===== config.mk =====
export PLATFORM = sky130hd
export DESIGN_NAME = dz_scan_ctrl
export DESIGN_NICKNAME = d
export VERILOG_FILES = /design/src/rtl/dz_scan_ctrl.sv
export SDC_FILE = /design/constraint.sdc
export NUM_CORES = 1
export LEC_CHECK = 0
export CAP_MARGIN = 10
export CORE_ASPECT_RATIO = 0.8
export CORE_MARGIN = 4
export CORE_UTILIZATION = 40
export DETAILED_ROUTE_END_ITERATION = 6
export DONT_BUFFER_PORTS = 1
export GPL_ROUTABILITY_DRIVEN = 0
export PLACE_DENSITY = 0.53
export SETUP_SLACK_MARGIN = 0.2
export SKIP_CTS_REPAIR_TIMING = 1
export SLEW_MARGIN = 20
export SYNTH_ARGS = -nofsm -noshare
export SYNTH_HDL_FRONTEND = slang
export SYNTH_SLANG_ARGS = --single-unit

===== constraint.sdc =====
create_clock -name clk -period 2.41 [get_ports clk]
set_input_delay 0.6025 -clock clk [delete_from_list [all_inputs] [get_ports clk]]
set_output_delay 0.6025 -clock clk [all_outputs]
set_load 0.02 [all_outputs]

===== src/rtl/dz_scan_ctrl.sv =====
// Bicolour dot-matrix row scanner with a double-buffered red/green
// frame store, tear-free swap at frame boundaries, blink and row dwell.
module dz_scan_ctrl #(
  parameter int ROWS           = 8,
  parameter int COLS           = 8,
  parameter int DWELL          = 1,
  parameter int BLINK_FRAMES   = 64,
  parameter bit ROW_ACTIVE_LOW = 1'b1,
  localparam int RW = (ROWS > 1) ? $clog2(ROWS) : 1
) (
  input  logic            clk,
  input  logic            rst,
  input  logic            en,
  input  logic            wr_en,
  input  logic [RW-1:0]   wr_row,
  input  logic [COLS-1:0] wr_red,
  input  logic [COLS-1:0] wr_grn,
  input  logic            swap,
  input  logic            blink_en,
  output logic [ROWS-1:0] row,
  output logic [COLS-1:0] colr,
  output logic [COLS-1:0] colg,
  output logic            frame_start,
  output logic            swap_done,
  output logic            swap_pending
);

  localparam int DW = $clog2(DWELL + 1);
  localparam int FW = $clog2(BLINK_FRAMES + 1);

  localparam logic [RW:0]   ROWS_W     = (RW+1)'(ROWS);
  localparam logic [RW-1:0] ROW_LAST   = RW'(ROWS - 1);
  localparam logic [DW-1:0] DWELL_LAST = DW'(DWELL - 1);
  localparam logic [FW-1:0] FRAME_LAST = FW'(BLINK_FRAMES - 1);
  localparam logic [ROWS-1:0] ROW_IDLE =
    ROW_ACTIVE_LOW ? {ROWS{1'b1}} : {ROWS{1'b0}};

  logic [COLS-1:0] r_red [2][ROWS];
  logic [COLS-1:0] r_grn [2][ROWS];

  logic            r_front_sel;
  logic [RW-1:0]   r_row_idx;
  logic [DW-1:0]   r_dwell_cnt;
  logic [FW-1:0]   r_frame_cnt;
  logic            r_blink_phase;
  logic            r_swap_pending;
  logic            r_swap_done;
  logic            r_frame_start;
  logic [ROWS-1:0] r_row;
  logic [COLS-1:0] r_colr;
  logic [COLS-1:0] r_colg;

  logic            w_dwell_last;
  logic            w_row_last;
  logic            w_boundary;
  logic            w_commit;
  logic            w_blank;
  logic            w_wr_ok;
  logic [ROWS-1:0] w_sel;

  assign w_dwell_last = (r_dwell_cnt == DWELL_LAST);
  assign w_row_last   = (r_row_idx == ROW_LAST);
  assign w_boundary   = en & w_dwell_last & w_row_last;
  assign w_commit     = w_boundary & r_swap_pending;
  assign w_blank      = blink_en & r_blink_phase;
  assign w_wr_ok      = wr_en & ({1'b0, wr_row} < ROWS_W);

  always_comb begin
    w_sel = '0;
    w_sel[r_row_idx] = 1'b1;
  end

  always_ff @(posedge clk or negedge rst) begin
    if (!rst) begin
      for (int i = 0; i < ROWS; i++) begin
        r_red[0][i] <= '0;
        r_red[1][i] <= '0;
        r_grn[0][i] <= '0;
        r_grn[1][i] <= '0;
      end
      r_front_sel    <= 1'b0;
      r_row_idx      <= '0;
      r_dwell_cnt    <= '0;
      r_frame_cnt    <= '0;
      r_blink_phase  <= 1'b0;
      r_swap_pending <= 1'b0;
      r_swap_done    <= 1'b0;
      r_frame_start  <= 1'b0;
      r_row          <= ROW_IDLE;
      r_colr         <= '0;
      r_colg         <= '0;
    end else begin
      // back buffer is chosen pre-commit, so a commit-cycle write hits the new front
      if (w_wr_ok) begin
        r_red[~r_front_sel][wr_row] <= wr_red;
        r_grn[~r_front_sel][wr_row] <= wr_grn;
      end
      r_swap_done    <= w_commit;
      r_swap_pending <= w_commit ? swap : (r_swap_pending | swap);
      if (w_commit)
        r_front_sel <= ~r_front_sel;

      if (!en) begin
        r_row_idx     <= '0;
        r_dwell_cnt   <= '0;
        r_frame_cnt   <= '0;
        r_frame_start <= 1'b0;
        r_row         <= ROW_IDLE;
        r_colr        <= '0;
        r_colg        <= '0;
      end else begin
        r_row         <= ROW_ACTIVE_LOW ? ~w_sel : w_sel;
        r_colr        <= w_blank ? '0 : r_red[r_front_sel][r_row_idx];
        r_colg        <= w_blank ? '0 : r_grn[r_front_sel][r_row_idx];
        r_frame_start <= (r_row_idx == '0) && (r_dwell_cnt == '0);

        if (w_dwell_last) begin
          r_dwell_cnt <= '0;
          r_row_idx   <= w_row_last ? '0 : r_row_idx + RW'(1);
        end else begin
          r_dwell_cnt <= r_dwell_cnt + DW'(1);
        end

        if (w_boundary) begin
          if (r_frame_cnt == FRAME_LAST) begin
            r_frame_cnt   <= '0;
            r_blink_phase <= ~r_blink_phase;
          end else begin
            r_frame_cnt <= r_frame_cnt + FW'(1);
          end
        end
      end
    end
  end

  assign row          = r_row;
  assign colr         = r_colr;
  assign colg         = r_colg;
  assign frame_start  = r_frame_start;
  assign swap_done    = r_swap_done;
  assign swap_pending = r_swap_pending;

endmodule

**Word-level counts from Yosys, hierarchy flattened**

Index checks and enable logic that the tools add are counted.
W data, S select, Z words.

- Word-level logic and storage cells: 112
- Input port bits: 25
- Flip-flop bits (word level): 296
- Output and inout port bits: 27

- Eq/ne operators: 4
- Add/sub/neg operators: 3
- Multiplexer cells: 35
- Bitwise operators: 13
- Magnitude comparators: 8
- Reduce and logical (&&, ||, !) cells: 6

Operator list:

| kind | number |
|---|---|
| $mux W64 | 7 |
| $bwmux W128 | 2 |
| $mux W8 | 10 |
| $demux W64 S1 | 1 |
| $bmux W8 S3 | 2 |
| $demux W8 S3 | 1 |
| $mux W7 | 3 |
| $mux W3 | 3 |
| $ge A4 B4 Y1 const B | 2 |
| $not A3 Y4 | 2 |
| $not A8 Y8 | 1 |
| $add A7 B1 Y7 const B | 1 |
| $eq A7 B6 Y1 const B | 1 |
| $mux W1 | 5 |
| $and A1 B1 Y1 | 4 |
| $ge A2 B2 Y1 const B | 2 |
| $logic_and A1 B1 Y1 | 4 |
| $lt A3 B4 Y1 const B | 1 |
| $lt A4 B1 Y1 const B | 1 |
| $not A1 Y2 | 2 |
| $add A3 B1 Y3 const B | 1 |
| $demux W1 S3 | 1 |
| $eq A3 B3 Y1 const B | 1 |
| $ge A3 B1 Y1 const B | 1 |
| other kinds (8) | 10 |

**Depth between registers and ports, before layout**

Gate-level depths: netlist (run 1).

- Depth in word-level cells: 9
- Depth in mapped cells: 7
- Mapped depth without buffers: 6

**Least setup slack after synthesis (run 1)**

No wires, ideal clock.

- Path kind: input-to-reg
- Start point: input port wr_row[0]
- End point: register r_grn[12] in the netlist's numbering
- Data arrival time: 1,661 ps
- Path buffers: 2
- Library setup time: 125 ps
- Stages: 5
- Setup slack: 624 ps
- Path through: nor3b_4 > nor2b_1 > buf_2 > buf_4 > mux2_2

- Word-level cells in the longest chain between the ends: 8

Ends and longest elaborated chain:

| what | RTL line | text |
|---|---|---|
| from (decl) | 15 | `input logic [RW-1:0] wr_row,` |
| $not A3 Y4 (*) | 96 | `r_grn[~r_front_sel][wr_row] <= wr_grn;` |
| $ge A4 B4 Y1 (not written as such) or $lt A4 B1 Y1 (tied branches) | 96 |  |
| $logic_and A1 B1 Y1 (not written as such) | 96 |  |
| $mux W8 (not written as such) | 96 |  |
| $demux W8 S3 (*) | 96 |  |
| $mux W64 (not written as such) (*) | 96 |  |
| $demux W64 S1 (*) | 96 |  |
| $bwmux W128 (*) | 96 |  |
| to (signal, indexed assignment) | 96 |  |
| to (decl) | 39 | `logic [COLS-1:0] r_grn [2][ROWS];` |

Every way passes the cells marked *; elsewhere a longest branch is shown, timed or not.
A chain may end at the register's enable or synchronous reset.

**Final worst setup path (run 1)**

- Start point: register r_front_sel
- End point: register r_colr[7], in the netlist colr[7]

- Word-level cells in the longest chain between the ends: 9

Ends and longest elaborated chain:

| what | RTL line | text |
|---|---|---|
| from (decl) | 41 | `logic r_front_sel;` |
| from (signal assigned) | 101 | `r_front_sel <= ~r_front_sel;` |
| $not A1 Y2 (not written as such) | 113 | `r_colr <= w_blank ? '0 : r_red[r_front_sel][r_row_idx];` |
| $mux W64 (not written as such) (3 in a row) | 113 |  |
| $bmux W8 S3 | 113 |  |
| $mux W8 (not written as such) (2 in a row) | 113 |  |
| $mux W8 | 113 |  |
| $mux W8 | 103 | `if (!en) begin` |
| to (signal assigned) | 113 |  |
| to (decl) | 50 | `logic [COLS-1:0] r_colr;` |

Every way passes these cells. The select of a mux whose other input is x is not followed.

==> flow_metrics.py, run 1 <==
metrics = {
    "status": {
        "status": "finished, violations left",
        "violations": "hold timing",
    },
    "yosys": {
        "synthSimpleGateAreaFrac_pct": 2.97,
        "mapped_area_mm2": 0.0131,
        "yosys.area.top_type": "sky130_fd_sc_hd__dfrtp_1",
        "post_synth_most_frequent_cells": "sky130_fd_sc_hd__dfrtp_1 (287), sky130_fd_sc_hd__mux2_2 (247), sky130_fd_sc_hd__mux4_2 (54)",
        "synth_warnings": 0,
        "synth_ff_type": "sky130_fd_sc_hd__dfrtp_1",
        "syn_nets": 832,
        "synthDominantCellAreaShare_pct": 55.0,
        "synthMostInstantiatedCell": "sky130_fd_sc_hd__dfrtp_1",
        "synth_seq_cells": 295,
        "synth-async-reset-ratio_pct": 100,
        "ys_top_cells_by_area": "sky130_fd_sc_hd__dfrtp_1 (55%), sky130_fd_sc_hd__mux2_2 (21%), sky130_fd_sc_hd__mux4_2 (9.3%)",
        "largest_family_of_logic_cells_by_synthesized_area": "multiplexers",
        "post_synth_xor_area_fraction_pct": 0.268,
        "syn-mean-instance-area_um2": 16.3,
        "synthAdderAreaFrac_pct": 0.383,
        "synth_compound_gate_area_share_pct": 1.94,
        "synth_mux_area_share_pct": 35.0,
        "synth_edf_count": 0,
        "fraction_of_the_yosys_area_taken_by_sequential_cells_pct": 56.6,
        "synthDistinctLibCells": 43,
        "synthesis.instances": 803,
    },
    "clock_network": {
        "clock_tree.htree_level_count": 2,
        "ctsRootBufferMaster": "sky130_fd_sc_hd__clkbuf_16",
        "worstSkewPairLatency_ps": 520,
        "clkSlewWorstSetupHoldPaths_ps": 60,
        "cts_num_sinks": 295,
        "tritoncts_buffer_count": 34,
        "ctsLongestPathBuffers": 3,
        "clock_tree_from_tritoncts": "done",
    },
    "grt": {
        "grt_max_degree": 296,
        "global_route_wire_length_before_repair_mm": 48.7,
        "via_count_of_the_first_global_routing_pass": 7798,
        "gr-usage-all-layers_pct": 17.9,
        "antenna_found_initial": 0,
        "overflow": 0,
    },
    "critical_path": {
        "cp-start-kind": "flip-flop",
        "critical_path.max_stage_delay_ps": 600,
        "criticalPathCategory": "reg -> reg",
        "worst-path-max-fanout": 33,
        "critPathRequiredTime_ps": 2790,
        "worst_setup_path_end_kind": "flip-flop",
        "worst_path_cell_trace": "buf_12 -> mux4_1 -> a22oi_1 -> o21ai_1",
        "critPathArrivalTime_ps": 2330,
        "cpMaxStageDelayCell": "sky130_fd_sc_hd__mux4_1",
    },
    "timing": {
        "final_min_period_over_clock_period_pct": 80.6,
        "hold-worst-slack_ps": -196,
        "finalHoldViolCount": 213,
        "max-slew-margin-rel_pct": 30.9,
        "finalSetupViolCount": 0,
        "final_max_slew_viol_count": 0,
        "tightestPinTransition_ps": 1040,
        "finalCriticalPeriod_ps": 1940,
        "setup-tns-final_ps": 0,
        "grt_setup_unrepaired": "no",
        "achievable-frequency_ghz": 0.515,
        "worst_clock_skew_ps": 13.5,
    },
    "finish": {
        "nFillCells": 2744,
        "final_design_area_no_fill_mm2": 0.0148,
        "antenna_cells": 0,
        "register_area_mm2": 0.00740,
        "area_growth_syn_to_layout_pct": 13.2,
        "nets_finish": 848,
        "final_layout_size_suffix_gt1_share_pct": 51.0,
        "multiInputGateArea_mm2": 0.00530,
    },
    "floorplan": {
        "floorplan.die.height_um": 170,
        "chipWidth_um": 210,
        "row_count": 58,
        "floorplan.initialDensity_pct": 41.1,
        "floorplan.core_area_mm2": 0.0318,
        "die_area_mm2": 0.0356,
        "top_level_ports": 52,
    },
    "pwr": {
        "reported_net_switching_power_mw": 3.04,
        "vdd_drop_max_mv": 0.538,
        "p_leak_nw": 6.59,
        "power_per_cell_area_mw_per_mm2": 884,
        "combinational_cell_fraction_of_total_power_pct": 13.0,
        "switching_share_pct": 23.3,
        "internal_power_mw": 10.0,
        "pwr-share-seq_pct": 48.1,
        "pwr-share-clk_pct": 38.8,
    },
    "drt": {
        "routed_wire_length_per_instance_um": 24.8,
        "ant_nets": 0,
        "via_per_inst": 5.49,
        "drt_drc_violations_left": 0,
        "detailroute.via_count": 6920,
        "drt-total-wl_mm": 31.3,
        "dr.first_iter.drc_count": 336,
        "drt_pre_antenna_iters": 4,
    },
    "placed_design": {
        "hpwlAfterDp_mm": 19.1,
        "placed_area_mm2": 0.0136,
        "total_of_buffers_placed_on_input_and_output_ports": 0,
    },
    "flow_run": {
        "drv_cap": 0,
    },
    "min_path": {
        "worst_hold_path_type": "in -> async",
    },
}
==> per-stage QoR <==
step | hold slack (ps) | instances | total power [mW] | setup slack [ps] | utilization, %
finish | -196 | 1261 | 13.1 | 467 | 46.5
global route | -217 | 1261 | 13.7 | 303 | 46.5
CTS | -231 | 1260 | 13.3 | 287 | 46.4
detailed placement | 323 | 1202 | 8.10 | 285 | 42.9
global placement | 322 | 1202 | 7.99 | 313 | 42.9
floorplan | 307 | 803 | 7.68 | 624 | -
==> path summary, 6_finish.rpt <==
kind                                           start                         to  slack, ps  depth (start not counted)
hold reg to reg            r_blink_phase$_DFFE_PN0P_  r_blink_phase$_DFFE_PN0P_        500                          1
min in group clk                                  en           row[3]$_DFF_PN1_        150                          1
setup reg to reg             r_front_sel$_DFFE_PN0P_          colr[7]$_DFF_PN0_        470                          4
hold / removal                                   rst     r_red[118]$_DFFE_PN0P_       -200                          0
setup / recovery             r_front_sel$_DFFE_PN0P_          colr[7]$_DFF_PN0_        470                          4
max in group asynchronous                        rst    r_front_sel$_DFFE_PN0P_       1650                          0
==> sequential cells by signal, indices dropped and copies added (netlist names) <==
name,cells
colg,8
colr,8
frame_start,1
r_blink_phase,1
r_frame_cnt,7
r_front_sel,1
r_grn,128
r_red,128
r_row_idx,3
row,8
swap_done,1
swap_pending,1
==> layout make-up <==
cell class	count	area share, %
Clock buffer	52	7.39
Timing Repair Buffer	38	2.83
Multi-Input combinational cell	447	35.9
Clock inverter	6	0.237
Sequential cell	295	50.1
Inverter	3	0.0762
Tap cell	420	3.56
==> worst max-delay path: cells and delay by family (launching register included) <==
family / cells / cell delay [ps]
compound gates: 2 / 280
buf+inv: 1 / 320
flops: 1 / 580
mux: 1 / 600
==> power by group through the flow <==
stage               registers [mW]  logic [mW]  clock network, mW
global route                  6.38        1.86               5.44
global placement              6.34        1.65                  0
finish                        6.29        1.70               5.07
floorplan                     6.17        1.51                  0
detailed placement            6.39        1.71                  0
CTS                           6.31        1.71               5.23
==> routing by layer <==
metal | vias to the layer above | share of wire [%] | GRT usage [%]
met5 | - | 0 | 0
met3 | 41 | 3.8 | 3.66
met2 | 93 | 48 | 29.1
li1 | 3023 | - | -
met1 | 3763 | 47 | 24.9
met4 | 0 | 2.0 | 4.62
==> cells in the final DEF (no fill, tap or decap), drive strengths merged, types with 4 or more instances in the layout <==
| cell type | n |
|---|---|
| dfrtp | 287 |
| nor2b | 5 |
| clkinv | 4 |
| dfstp | 8 |
| nor2 | 14 |
| mux2 | 257 |
| a22oi | 16 |
| nand2 | 12 |
| ha | 4 |
| clkbuf | 52 |
| nand3b | 4 |
| nand2b | 5 |
| buf | 38 |
| nand3 | 7 |
| and2 | 4 |
| o21ai | 16 |
| mux4 | 64 |
| mux2i | 16 |
==> cells by family after synthesis <==
logic type               Yosys count
XOR/XNOR                           4
buffers and inverters             61
AO/OA/AOI/OAI                     39
multiplexers                     337
adder cells (fa/ha/maj)            4
AND/OR/NAND/NOR                   63
flip-flops                       295
Note: power is estimated with default switching activity, not from simulation.
==> run 2: changes to the inputs <==
clock period = 1.9 ns   (was 2.41 ns; I/O delays follow)
==> run 2 against run 1 <==
Against the previous run: final cell count up 4.4%; core utilization up 3.0 points; critical path type unchanged; total power up 26%; the flow finishes with violations (hold timing, setup timing); count of clock-buffer cells in the layout down 3; combinational power up 62%; first-iteration DRC count up 26%; via count up 4.9%; die area unchanged; setup slack worse by 490 ps; global-route usage up 0.21 points; clock power up 14%; sequential power up 27%; largest cell class unchanged.
==> flow_metrics.py, run 2 (synthesis gave the netlist of run 1 again) <==
metrics = {
    "status": {
        "status": "finished, violations left",
        "violations": "hold timing, setup timing",
    },
    "finish": {
        "multiInputGateArea_mm2": 0.00564,
        "area_growth_syn_to_layout_pct": 20.6,
        "final_layout_size_suffix_gt1_share_pct": 57.1,
        "nFillCells": 2651,
        "nets_finish": 902,
        "antenna_cells": 0,
        "final_core_utilization_pct": 49.5,
        "most_frequent_standard_cell_in_the_layout_excluding_fill_and_tap_cells": "sky130_fd_sc_hd__dfrtp_1",
        "final_design_area_no_fill_mm2": 0.0157,
        "mostFrequentLayoutCells": "sky130_fd_sc_hd__dfrtp_1 (283), sky130_fd_sc_hd__mux2_2 (197), sky130_fd_sc_hd__mux2_4 (60), sky130_fd_sc_hd__mux4_2 (58), sky130_fd_sc_hd__buf_4 (53)",
        "register_area_mm2": 0.00740,
        "largestRegisters": "r_grn (128), r_red (128)",
    },
    "grt": {
        "gr-usage-all-layers_pct": 18.1,
        "grt_max_degree": 296,
        "overflow": 0,
        "global_route_wire_length_before_repair_mm": 49.7,
        "via_count_of_the_first_global_routing_pass": 7997,
        "antenna_found_initial": 3,
    },
    "timing": {
        "max-slew-margin-rel_pct": 20.7,
        "final_max_slew_viol_count": 0,
        "achievable-frequency_ghz": 0.520,
        "worst_slack_ps": -21.6,
        "final_min_period_over_clock_period_pct": 101,
        "finalSetupViolCount": 7,
        "tightestPinTransition_ps": 1190,
        "finalHoldViolCount": 288,
        "setup-tns-final_ps": -47.9,
        "finalCriticalPeriod_ps": 1920,
        "hold-worst-slack_ps": -375,
        "grt_setup_unrepaired": "yes",
        "worst_clock_skew_ps": 22.0,
    },
    "clock_network": {
        "clock_tree.htree_level_count": 1,
        "worstSkewPairLatency_ps": 560,
        "clkSlewWorstSetupHoldPaths_ps": 60,
        "ctsLongestPathBuffers": 3,
        "tritoncts_buffer_count": 31,
        "ctsRootBufferMaster": "sky130_fd_sc_hd__clkbuf_16",
        "cts_num_sinks": 295,
        "clock_tree_from_tritoncts": "done",
    },
    "drt": {
        "dr.first_iter.drc_count": 423,
        "routed_wire_length_per_instance_um": 25.3,
        "detailroute.via_count": 7259,
        "via_per_inst": 5.51,
        "ant_nets": 0,
        "drt_pre_antenna_iters": 4,
        "drt-total-wl_mm": 33.3,
        "drt_drc_violations_left": 0,
    },
    "flow_run": {
        "drv_cap": 0,
    },
    "placed_design": {
        "total_of_buffers_placed_on_input_and_output_ports": 0,
        "hpwlAfterDp_mm": 20.1,
        "placed_area_mm2": 0.0139,
        "detailedPlace.worstSlack_ps": -178,
    },
    "pwr": {
        "reported_net_switching_power_mw": 4.01,
        "combinational_cell_fraction_of_total_power_pct": 16.7,
        "power_per_cell_area_mw_per_mm2": 1050,
        "switching_share_pct": 24.2,
        "p_leak_nw": 7.09,
        "internal_power_mw": 12.5,
        "pwr-share-seq_pct": 48.2,
        "pwr-share-clk_pct": 35.1,
        "vdd_drop_max_mv": 0.623,
    },
    "critical_path": {
        "critPathRequiredTime_ps": 2330,
        "cp-start-kind": "flip-flop",
        "critPathArrivalTime_ps": 2350,
        "worst_setup_path_end_kind": "flip-flop",
        "criticalPathCategory": "reg -> reg",
        "worst-path-max-fanout": 8,
    },
    "floorplan": {
        "floorplan.die.height_um": 170,
        "row_count": 58,
        "die_area_mm2": 0.0356,
        "floorplan.initialDensity_pct": 41.1,
        "top_level_ports": 52,
        "chipWidth_um": 210,
        "floorplan.core_area_mm2": 0.0318,
    },
    "min_path": {
        "worst_hold_path_type": "in -> async",
    },
}
-- run 2: routing by layer --
metal | vias up | GRT usage [%] | share of wire (%)
met5 | - | 0 | 0.030
met4 | 2 | 3.49 | 2.2
met3 | 47 | 2.94 | 4.5
met2 | 157 | 29.2 | 47
met1 | 3920 | 26.4 | 46
li1 | 3133 | - | -
-- run 2: area by class of cell --
cell class	count	share of cell area [%]
clock buffer	49	5.93
clock inverter	8	0.294
inverter	3	0.0715
multi-input combinational	447	35.8
sequential	295	47.0
tap	420	3.34
timing repair buffer	95	7.56
-- run 2: worst max-delay path, stage by stage (launching register included) --
cell                        delay, ps
sky130_fd_sc_hd__dfrtp_4          520
sky130_fd_sc_hd__buf_8            150
sky130_fd_sc_hd__buf_6            120
sky130_fd_sc_hd__nor3b_4          210
sky130_fd_sc_hd__nor2b_4          260
sky130_fd_sc_hd__clkbuf_16        220
sky130_fd_sc_hd__mux2_4           310
-- run 2: stage by stage --
step           total power [mW]  instances  hold slack [ps]
5_1_grt                    17.3       1317             -416
3_5_place_dp               10.4       1221              197
3_3_place_gp               10.2       1221              196
2_1_floorplan              9.75        803              179
6_report                   16.5       1317             -375
4_1_cts                    16.3       1278             -409
-- run 2: power by group through the flow --
stage | Combinational [mW] | Sequential [mW] | Clock, mW
final | 2.76 | 7.97 | 5.80
after floorplan | 1.92 | 7.83 | 0
after detailed placement | 2.33 | 8.09 | 0
after global placement | 2.24 | 8.00 | 0
after global routing | 2.98 | 8.09 | 6.22
after CTS | 2.33 | 7.98 | 5.97
-- run 2: path summary, 6_finish.rpt --
kind,startpoint,to,slack (ps),cells after the start
worst max-delay path,r_front_sel$_DFFE_PN0P_,r_grn[15]$_DFFE_PN0P_,-20,6
worst min-delay path,rst,r_grn[114]$_DFFE_PN0P_,-370,0
worst max register to register,r_front_sel$_DFFE_PN0P_,r_grn[15]$_DFFE_PN0P_,-20,6
worst min register to register,r_blink_phase$_DFFE_PN0P_,r_blink_phase$_DFFE_PN0P_,470,1
max in group asynchronous,rst,r_row_idx[2]$_DFF_PN0_,1220,0
min in group clk,en,row[7]$_DFF_PN1_,0,1
